[config.mk]
export PLATFORM = sky130hd
export DESIGN_NAME = multibyte_adder_seq
export DESIGN_NICKNAME = d
export VERILOG_FILES = /design/src/rtl/multibyte_adder_pkg.sv /design/src/rtl/Carry_Look_Ahead_Adder.sv /design/src/rtl/multibyte_adder_seq.sv
export SDC_FILE = /design/constraint.sdc
export NUM_CORES = 1
export LEC_CHECK = 0
export CAP_MARGIN = 10
export CELL_PAD_IN_SITES_DETAIL_PLACEMENT = 0
export CELL_PAD_IN_SITES_GLOBAL_PLACEMENT = 1
export CORE_MARGIN = 2
export CORE_UTILIZATION = 40
export DETAILED_ROUTE_END_ITERATION = 8
export PLACE_DENSITY = 0.93
export SETUP_SLACK_MARGIN = 0.4
export SLEW_MARGIN = 20
export SYNTH_ARGS = -nofsm -noshare
export SYNTH_HDL_FRONTEND = slang
export SYNTH_HIERARCHICAL = 1
export SYNTH_SLANG_ARGS = --single-unit
[constraint.sdc]
create_clock -name clk -period 10 [get_ports clk]
set_clock_uncertainty 0.05 [all_clocks]
set_input_delay 1.5 -clock clk [delete_from_list [all_inputs] [get_ports clk]]
set_output_delay 1.5 -clock clk [all_outputs]
set_load 0.05 [all_outputs]
[src/rtl/multibyte_adder_pkg.sv]
// Shared types and constants for the byte-serial wide adder.
// Latency: n/a (package only).
// Backpressure: n/a (package only).
package multibyte_adder_pkg;

  // Width of one operand slice handled per cycle.
  localparam int BYTE_W = 8;

  typedef enum logic [1:0] {
    IDLE = 2'd0,
    ADD  = 2'd1,
    DONE = 2'd2
  } mba_state_t;

  // Byte index width; a single-byte adder still needs one bit for the index.
  function automatic int idx_width(input int nbytes);
    return (nbytes <= 1) ? 1 : $clog2(nbytes);
  endfunction

endpackage

[src/rtl/Carry_Look_Ahead_Adder.sv]
// 8-bit carry-look-ahead adder: sum = a + b + cin, cout = carry out of bit 7.
// Latency: purely combinational, zero cycles.
// Backpressure: none; no handshake, outputs follow inputs.
module Carry_Look_Ahead_Adder (
  input  logic [7:0] a,
  input  logic [7:0] b,
  input  logic       cin,
  output logic [7:0] sum,
  output logic       cout
);

  logic [7:0] g;
  logic [7:0] p;
  logic [8:0] c;

  assign g = a & b;
  assign p = a ^ b;

  // Carry chain from generate/propagate terms; synthesis flattens it into lookahead logic.
  always_comb begin
    c    = '0;
    c[0] = cin;
    for (int i = 0; i < 8; i++) begin
      c[i+1] = g[i] | (p[i] & c[i]);
    end
  end

  assign sum  = p ^ c[7:0];
  assign cout = c[8];

endmodule

[src/rtl/multibyte_adder_seq.sv]
// Byte-serial W-bit adder around one 8-bit CLA; optional signed overflow output under MBA_OVERFLOW_EN.
// Latency: result valid NBYTES cycles after the accept edge; one accept per NBYTES+2 cycles at best.
// Backpressure: result (sum/cout/ovf) holds in DONE until out_ready; in_ready is low outside IDLE.
module multibyte_adder_seq
  import multibyte_adder_pkg::*;
#(
  parameter int NBYTES = 4
) (
  input  logic                       clk,
  input  logic                       rst_n,
  input  logic                       in_valid,
  output logic                       in_ready,
  input  logic [BYTE_W*NBYTES-1:0]   a,
  input  logic [BYTE_W*NBYTES-1:0]   b,
  input  logic                       cin,
  output logic                       out_valid,
  input  logic                       out_ready,
  output logic [BYTE_W*NBYTES-1:0]   sum,
  output logic                       cout
`ifdef MBA_OVERFLOW_EN
  ,
  output logic                       ovf
`endif
);

  localparam int W     = BYTE_W * NBYTES;
  localparam int IDX_W = idx_width(NBYTES);
  localparam logic [IDX_W-1:0] LAST_IDX = IDX_W'(NBYTES - 1);

  mba_state_t        state_q, state_d;
  logic [IDX_W-1:0]  idx_q, idx_d;
  logic [W-1:0]      a_q, a_d;
  logic [W-1:0]      b_q, b_d;
  logic [W-1:0]      sum_q, sum_d;
  logic              carry_q, carry_d;
`ifdef MBA_OVERFLOW_EN
  logic              ovf_q, ovf_d;
`endif

  logic [BYTE_W-1:0] cla_a;
  logic [BYTE_W-1:0] cla_b;
  logic [BYTE_W-1:0] cla_sum;
  logic              cla_cout;

  // The latched operands are the only source for the CLA; port changes after accept are invisible.
  assign cla_a = a_q[BYTE_W*idx_q +: BYTE_W];
  assign cla_b = b_q[BYTE_W*idx_q +: BYTE_W];

  Carry_Look_Ahead_Adder u_cla (
    .a    (cla_a),
    .b    (cla_b),
    .cin  (carry_q),
    .sum  (cla_sum),
    .cout (cla_cout)
  );

  // Register all state with synchronous active-low reset; reset drops any in-flight add.
  always_ff @(posedge clk) begin
    if (!rst_n) begin
      state_q <= IDLE;
      idx_q   <= '0;
      a_q     <= '0;
      b_q     <= '0;
      sum_q   <= '0;
      carry_q <= 1'b0;
`ifdef MBA_OVERFLOW_EN
      ovf_q   <= 1'b0;
`endif
    end else begin
      state_q <= state_d;
      idx_q   <= idx_d;
      a_q     <= a_d;
      b_q     <= b_d;
      sum_q   <= sum_d;
      carry_q <= carry_d;
`ifdef MBA_OVERFLOW_EN
      ovf_q   <= ovf_d;
`endif
    end
  end

  // Next-state and datapath: accept in IDLE, one byte per ADD cycle, hold the result in DONE.
  always_comb begin
    state_d = state_q;
    idx_d   = idx_q;
    a_d     = a_q;
    b_d     = b_q;
    sum_d   = sum_q;
    carry_d = carry_q;
`ifdef MBA_OVERFLOW_EN
    ovf_d   = ovf_q;
`endif
    unique case (state_q)
      IDLE: begin
        if (in_valid) begin
          a_d     = a;
          b_d     = b;
          carry_d = cin;
          idx_d   = '0;
          sum_d   = '0;
`ifdef MBA_OVERFLOW_EN
          ovf_d   = 1'b0;
`endif
          state_d = ADD;
        end
      end
      ADD: begin
        sum_d[BYTE_W*idx_q +: BYTE_W] = cla_sum;
        carry_d = cla_cout;
        if (idx_q == LAST_IDX) begin
          // idx parks on the last byte rather than wrapping.
          state_d = DONE;
`ifdef MBA_OVERFLOW_EN
          // Carry into the MSB is recovered from the MSB sum bit, then compared with the carry out.
          ovf_d = (a_q[W-1] ^ b_q[W-1] ^ cla_sum[BYTE_W-1]) ^ cla_cout;
`endif
        end else begin
          idx_d = idx_q + 1'b1;
        end
      end
      DONE: begin
        if (out_ready) begin
          state_d = IDLE;
        end
      end
      default: begin
        state_d = IDLE;
      end
    endcase
  end

  // Handshake outputs decode from registered state only.
  assign in_ready  = (state_q == IDLE);
  assign out_valid = (state_q == DONE);
  assign sum       = sum_q;
  assign cout      = carry_q;
`ifdef MBA_OVERFLOW_EN
  assign ovf       = ovf_q;
`endif

endmodule

==> reports/metrics.yaml, run 1 <==
tns_ns: 0
postLayoutCoreUtil: 0.5250
antenna_found_initial: 0
max_cap_violations: 0
power_density_mw_per_mm2: 140.4
dieWidth_um: 108.5
cts-root-buf: "clkbuf_8"
wirelength_um: 10310
die-height_um: 108.5
coreArea_sq_mm: 0.01075
worst_pin_slew_ns: 0.9374
start_util: 0.4063
rsz0062_at_grt: "false"
hold_viol_final: 0
die-area_sq_mm: 0.01177
period_needed_ns: 4.876
outcome: "complete, no violations"
via_per_inst: 4.982
avgSynthCellArea_sq_um: 9.057
min_from: "a_q[17]"
path_clk_slew_ns: 0.10
ys_warn_count: 6
synthArstFlopShare: 0
grt_usage: 0.1849
vias: 3547
synth_area_sq_mm: 0.004365
synth_area_leader_cell: "dfxtp_1"
drt_pre_antenna_iters: 4
grt_pass1_vias: 3554
cp-start-kind: "flip-flop"
min_path_cells: 2
yosysTopAreaCellShare: 0.4632
synth.ff_latch_count: 101
synth_edf_count: 0
timing.rr.start: "idx_q[0]"
h-tree-depth: 3
synth_common_cells: "nand2_1, dfxtp_1, a21boi_0, o22ai_1, buf_2"
fin_crit_sh: 0.4876
r2r_end: "sum[31]"
crit_type: "flip-flop to flip-flop"
fill_cells: 1017
dp_hpwl_um: 7383
grt_pass1_wl_um: 16880
syn_nets: 565
place_ws_ns: 5.150
layout-drive-gt1-share: 0.06818
arrival_ns: 5.12
rrSetupSlack_ns: 5.12
worstHoldPathType: "flip-flop to flip-flop"
antenna_cells: 0
clock_sinks: 101
slew_viol_final: 0
wl_per_cell_um: 14.48
maxSlewHeadroom: 0.3750
syn_inst: 482
cts_buffer_depth: 2
ios: 104
synth_area_leaders: "dfxtp_1, nand2_1, a21boi_0, mux4_2, o22ai_1"
clk_latency_ns: 0.37
fin_nets: 650
area_growth_pct: 29.23
drt_iter0_drc: 164
portBuffers: 103
p_leak_nw: 2.023
cts_buffers: 9
total_power_mw: 0.7919
routabilityCongestion: 0.8321
synth_ff_type: "dfxtp_1"
cts_resized: 0
synth.most_common_cell: "nand2_1"
cts_tree: "done"
crit_path_end_kind: "flip-flop"
critPathRequiredTime_ns: 10.24
max_clock_freq_mhz: 205.1
grt_overflow_total: 0
layout_setup_ws_ns: 5.124
crit_fanout: 25
synth_cell_types: 29
remaining_drc_errors: 0
rows: 38
r2r_cells: 16
ir_worst_vdd_mv: 0.06950
post_cts_buffers: 0
cts_hold_buf: 0
drtAntennaViolNets: 0
min_to: "a_q[17]"
setup_violations: 0
grt_start_max_net_pins: 110
ys_seq_area_frac: 0.4632
power by group:
group          internal, mW  leakage (nW)  total, mW  switching [mW]
Sequential            0.419         0.824      0.429         0.00977
Clock                 0.100        0.0916      0.245           0.144
Combinational        0.0565          1.11      0.118          0.0616
routing by layer:
metal,global-route usage,vias up,routed length (um)
li1,-,1788,-
met1,0.2233,1650,4523
met2,0.3339,97,5184
met3,0.02833,12,458
met4,0.06227,0,140
met5,0,-,0
stage by stage:
step,std cells,hold slack [ns],area (sq um)
3_3_place_gp,696,0.3892,5455
3_5_place_dp,696,0.3936,5455
5_1_grt,712,0.4336,5642
6_report,712,0.4053,5642
4_1_cts,712,0.4061,5642
2_1_floorplan,482,0.3819,4365
worst max-delay path: stages, from the launching register on:
cell	delay, ns
dfxtp_1	0.32
buf_4	0.36
mux4_2	0.57
inv_1	0.09
fa_1	0.16
inv_1	0.05
fa_1	0.40
fa_1	0.40
fa_1	0.40
fa_1	0.39
fa_1	0.39
fa_1	0.38
inv_1	0.08
fa_1	0.41
inv_1	0.06
nand2_1	0.09
o22ai_1	0.20
placed cells by master, fill, tap and decap left out, types with 2 or more instances in the layout:
master | synthesis | layout
o22ai_1 | 32 | 32
and3_1 | 2 | 2
nand2b_1 | 2 | 2
dfxtp_1 | 101 | 101
clkbuf_8 | 0 | 10
nand3_1 | 3 | 3
a31oi_1 | 2 | 2
buf_4 | 1 | 5
nor2_1 | 4 | 4
ha_1 | 6 | 6
nand2_1 | 177 | 177
a21boi_1 | 17 | 17
inv_1 | 13 | 13
nor2b_1 | 2 | 2
clkinv_4 | 0 | 3
mux4_2 | 16 | 16
a21boi_0 | 50 | 50
fa_1 | 8 | 8
a21oi_1 | 4 | 4
clkdlybuf4s50_1 | 0 | 102
state kept, by name, indices dropped and copies added (netlist names):
name and cells:
b_q 32, a_q 32, idx_q 2, cout 1, state_q 2, sum 32
cells by family (layout without fill, tap and decap cells):
group / count (synthesis) / after routing / share of synthesized area
AND/OR/NAND/NOR: 196 / 196 / 0.1797
AO/OA/AOI/OAI: 108 / 108 / 0.1740
flip-flops: 101 / 101 / 0.4632
buffers and inverters: 47 / 137 / 0.04672
multiplexers: 16 / 16 / 0.08255
adder cells (fa/ha/maj): 14 / 14 / 0.05388
worst max path at each step:
stage                     depth (start not counted)  slack [ns]      from  endpoint
after global routing                             16        4.86  idx_q[0]   sum[31]
after global placement                           16        5.24  idx_q[0]   sum[31]
after detailed placement                         16        5.15  idx_q[0]   sum[31]
final                                            16        5.12  idx_q[0]   sum[31]
after floorplan                                  17        5.39  idx_q[1]   sum[31]
after CTS                                        16        5.11  idx_q[0]   sum[31]
cell type report:
| class | instances | area (sq um) | share of cell area |
|---|---|---|---|
| multi-input cells | 334 | 2146 | 0.3804 |
| inverters | 13 | 48.80 | 0.008649 |
| clock buffers | 11 | 141.4 | 0.02506 |
| clock inverters | 5 | 45.04 | 0.007984 |
| flip-flops and latches | 101 | 2022 | 0.3584 |
| well taps | 140 | 175.2 | 0.03105 |
| repair buffers | 108 | 1064 | 0.1885 |
No activity file was read; power rests on OpenSTA's default activity.
==> inputs of run 2 (changes only) <==
CORE_UTILIZATION = 33   (was 40)
PLACE_DENSITY = 0.83   (was 0.93)
clock period = 3.9 ns   (was 10 ns; I/O delays follow)
==> run 2 against run 1 <==
Against the previous run:
- the flow now finishes with violations (negative setup slack)
- critical endpoint unchanged
- via count up 0.99%
- non-clock buffer count up 4
- fmax up 16%
- final cell count up 5.6%
- combinational power rose to 2.7 times the previous value
- hold slack worse by 0.0010 ns
- critical path depth down 1
- wire length up 6.2%
==> reports/metrics.yaml, run 2 (synthesis gave the netlist of run 1 again) <==
outcome: "finished with violations"  # was complete, no violations
violations: "negative setup slack"
critPathRequiredTime_ns: 4.11  # was 10.24 ns
period_needed_ns: 4.188  # was 4.876 ns
clock_sinks: 101  # unchanged
cts_hold_buf: 0  # unchanged
wirelength_um: 10940  # was 10310 um
slowest_stage: "mux4_2"  # unchanged
grt_pass1_wl_um: 17710  # was 16880 um
coreArea_sq_mm: 0.01309  # was 0.01075 sq mm
dieWidth_um: 119.0  # was 108.5 um
min_to: "a_q[14]"  # was a_q[17]
min_path_cells: 2  # unchanged
final_common_cell: "nand2_1"  # unchanged
die-height_um: 119.0  # was 108.5 um
max_stage_delay_ns: 0.50  # was 0.57 ns
area_growth_pct: 34.39  # was 29.23%
crit_type: "flip-flop to flip-flop"  # unchanged
crit_buf_inv: 4  # was 5
timing.rr.start: "idx_q[0]"  # unchanged
drtAntennaViolNets: 0  # unchanged
rsz0062_at_grt: "true"  # was false
cp-start-kind: "flip-flop"  # unchanged
max_cap_violations: 0  # unchanged
remaining_drc_errors: 0  # unchanged
via_per_inst: 4.763  # was 4.982
fill_cells: 1264  # was 1017
cts_buffer_depth: 2  # unchanged
final_cells: 752  # was 712
max_clock_freq_mhz: 238.8  # was 205.1 MHz
antenna_found_initial: 0  # unchanged
fin_nets: 654  # was 650
cts_buffers: 9  # unchanged
cts_tree: "done"  # unchanged
clk_latency_ns: 0.34  # was 0.37 ns
rows: 42  # was 38
setup_violations: 6  # was 0
layout_setup_ws_ns: -0.2882  # was 5.124 ns
cp.depth: 15  # was 16
cp_common_cell: "fa_2"  # was fa_1
p_leak_nw: 2.094  # was 2.023 nW
slew_viol_final: 0  # unchanged
power_density_mw_per_mm2: 392.2  # was 140.4 mW/mm^2
fin_crit_sh: 1.074  # was 0.4876
dp_cells: 736  # was 696
r2r_end: "sum[31]"  # unchanged
grt_usage: 0.1564  # was 0.1849
rrSetupSlack_ns: -0.29  # was 5.12 ns
crit_path_end_kind: "flip-flop"  # unchanged
path_clk_slew_ns: 0.07  # was 0.10 ns
cts-root-buf: "clkbuf_16"  # was clkbuf_8
r2r_cells: 15  # was 16
antenna_cells: 0  # unchanged
post_cts_buffers: 0  # unchanged
routabilityCongestion: 0.7917  # was 0.8321
crit_fanout: 4  # was 25
h-tree-depth: 3  # unchanged
portBuffers: 103  # unchanged
vias: 3582  # was 3547
ios: 104  # unchanged
dp_hpwl_um: 8161  # was 7383 um
arrival_ns: 4.40  # was 5.12 ns
layout_common_cells: "nand2_1, clkdlybuf4s50_1, dfxtp_1, a21boi_0, o22ai_1"  # unchanged
postLayoutCoreUtil: 0.4484  # was 0.5250
hold_viol_final: 0  # unchanged
min_from: "a_q[14]"  # was a_q[17]
drt_iter0_drc: 351  # was 164
crit_chain: "mux4_2 -> inv_2 -> fa_1 -> inv_1 -> fa_2 -> fa_2 -> fa_2 -> fa_2 -> fa_2 -> fa_2 -> inv_2 -> fa_1 -> inv_1 -> nand2_2 -> o22ai_1"  # was buf_4 -> mux4_2 -> inv_1 -> fa_1 -> inv_1 -> fa_1 -> fa_1 -> fa_1 -> fa_1 -> fa_1 -> fa_1 -> inv_1 -> fa_1 -> inv_1 -> nand2_1 -> o22ai_1
layout-drive-gt1-share: 0.09896  # was 0.06818
ir_worst_vdd_mv: 0.2312  # was 0.06950 mV
grt_overflow_total: 0  # unchanged
crit_family: "adder cells"  # unchanged
grt_start_max_net_pins: 66  # was 110
worstHoldPathType: "flip-flop to flip-flop"  # unchanged
worst_pin_slew_ns: 0.8296  # was 0.9374 ns
drt_pre_antenna_iters: 4  # unchanged
start_util: 0.3336  # was 0.4063
maxSlewHeadroom: 0.4469  # was 0.3750
grt_pass1_vias: 3608  # was 3554
wl_per_cell_um: 14.55  # was 14.48 um
die-area_sq_mm: 0.01416  # was 0.01177 sq mm
==> run 2: cell count changes in the layout (fill, tap and decap cells not counted), moves of 3 or more <==
cell	delta
inv_1	-3
inv_2	+3
clkbuf_8	-7
fa_2	+6
fa_1	-6
clkbuf_16	+9
buf_4	+4
==> run 2: cell type report <==
class                           count  area [sq um]  area share
Multi-Input combinational cell    334          2175      0.3707
Sequential cell                   101          2026      0.3453
Timing Repair Buffer              112          1094      0.1864
Clock buffer                       12         266.5     0.04543
Clock inverter                      4         37.54    0.006398
Inverter                           13         48.80    0.008317
Tap cell                          176         220.2     0.03753
==> run 2: how the worst max path moves through the flow <==
| stage | from | to |
|---|---|---|
| 5_1_grt | idx_q[0] | sum[31] |
| 2_1_floorplan | idx_q[0] | sum[31] |
| 3_5_place_dp | idx_q[0] | sum[31] |
| 3_3_place_gp | idx_q[0] | sum[31] |
| 6_report | idx_q[0] | sum[31] |
| 4_1_cts | idx_q[0] | sum[31] |
==> run 2: worst reg2reg max path: stages, from the launching register on <==
cell and delay [ns]:
dfxtp_4 0.37, mux4_2 0.50, inv_2 0.07, fa_1 0.16
inv_1 0.05, fa_2 0.34, fa_2 0.35, fa_2 0.35
fa_2 0.35, fa_2 0.35, fa_2 0.35, inv_2 0.06
fa_1 0.42, inv_1 0.08, nand2_2 0.07, o22ai_1 0.19
==> run 2: metrics by stage <==
stage	total power [mW]	setup TNS, ns	area, sq um	hold slack [ns]	setup slack, ns
finish	2.301	-1.021	5867	0.4042	-0.2882
floorplan	1.308	-1.031	4413	0.3819	-0.2731
global route	2.398	-2.055	5867	0.4326	-0.4121
CTS	2.321	-1.025	5856	0.4056	-0.2925
global placement	1.433	-0.7933	5552	0.3913	-0.2296
detailed placement	1.440	-1.118	5552	0.3963	-0.3050
==> run 2: layer usage <==
layer  vias up  global-route usage  share of wire
met5         -                   0              0
met2       102              0.2780           0.49
met3        17             0.03400          0.053
li1       1795                   -              -
met1      1668              0.1913           0.44
met4         0             0.04092          0.014
==> run 2: where the power goes <==
group	total [mW]	switching, mW	internal [mW]
Sequential	1.10	0.0260	1.08
Clock	0.886	0.390	0.496
Combinational	0.314	0.164	0.149
==> run 2: timing repair <==
item | 4_1_cts | 5_1_grt
setup endpoints to repair | 13 | 13
gates resized for setup | 2 | 2
pin swaps | 3 | 1
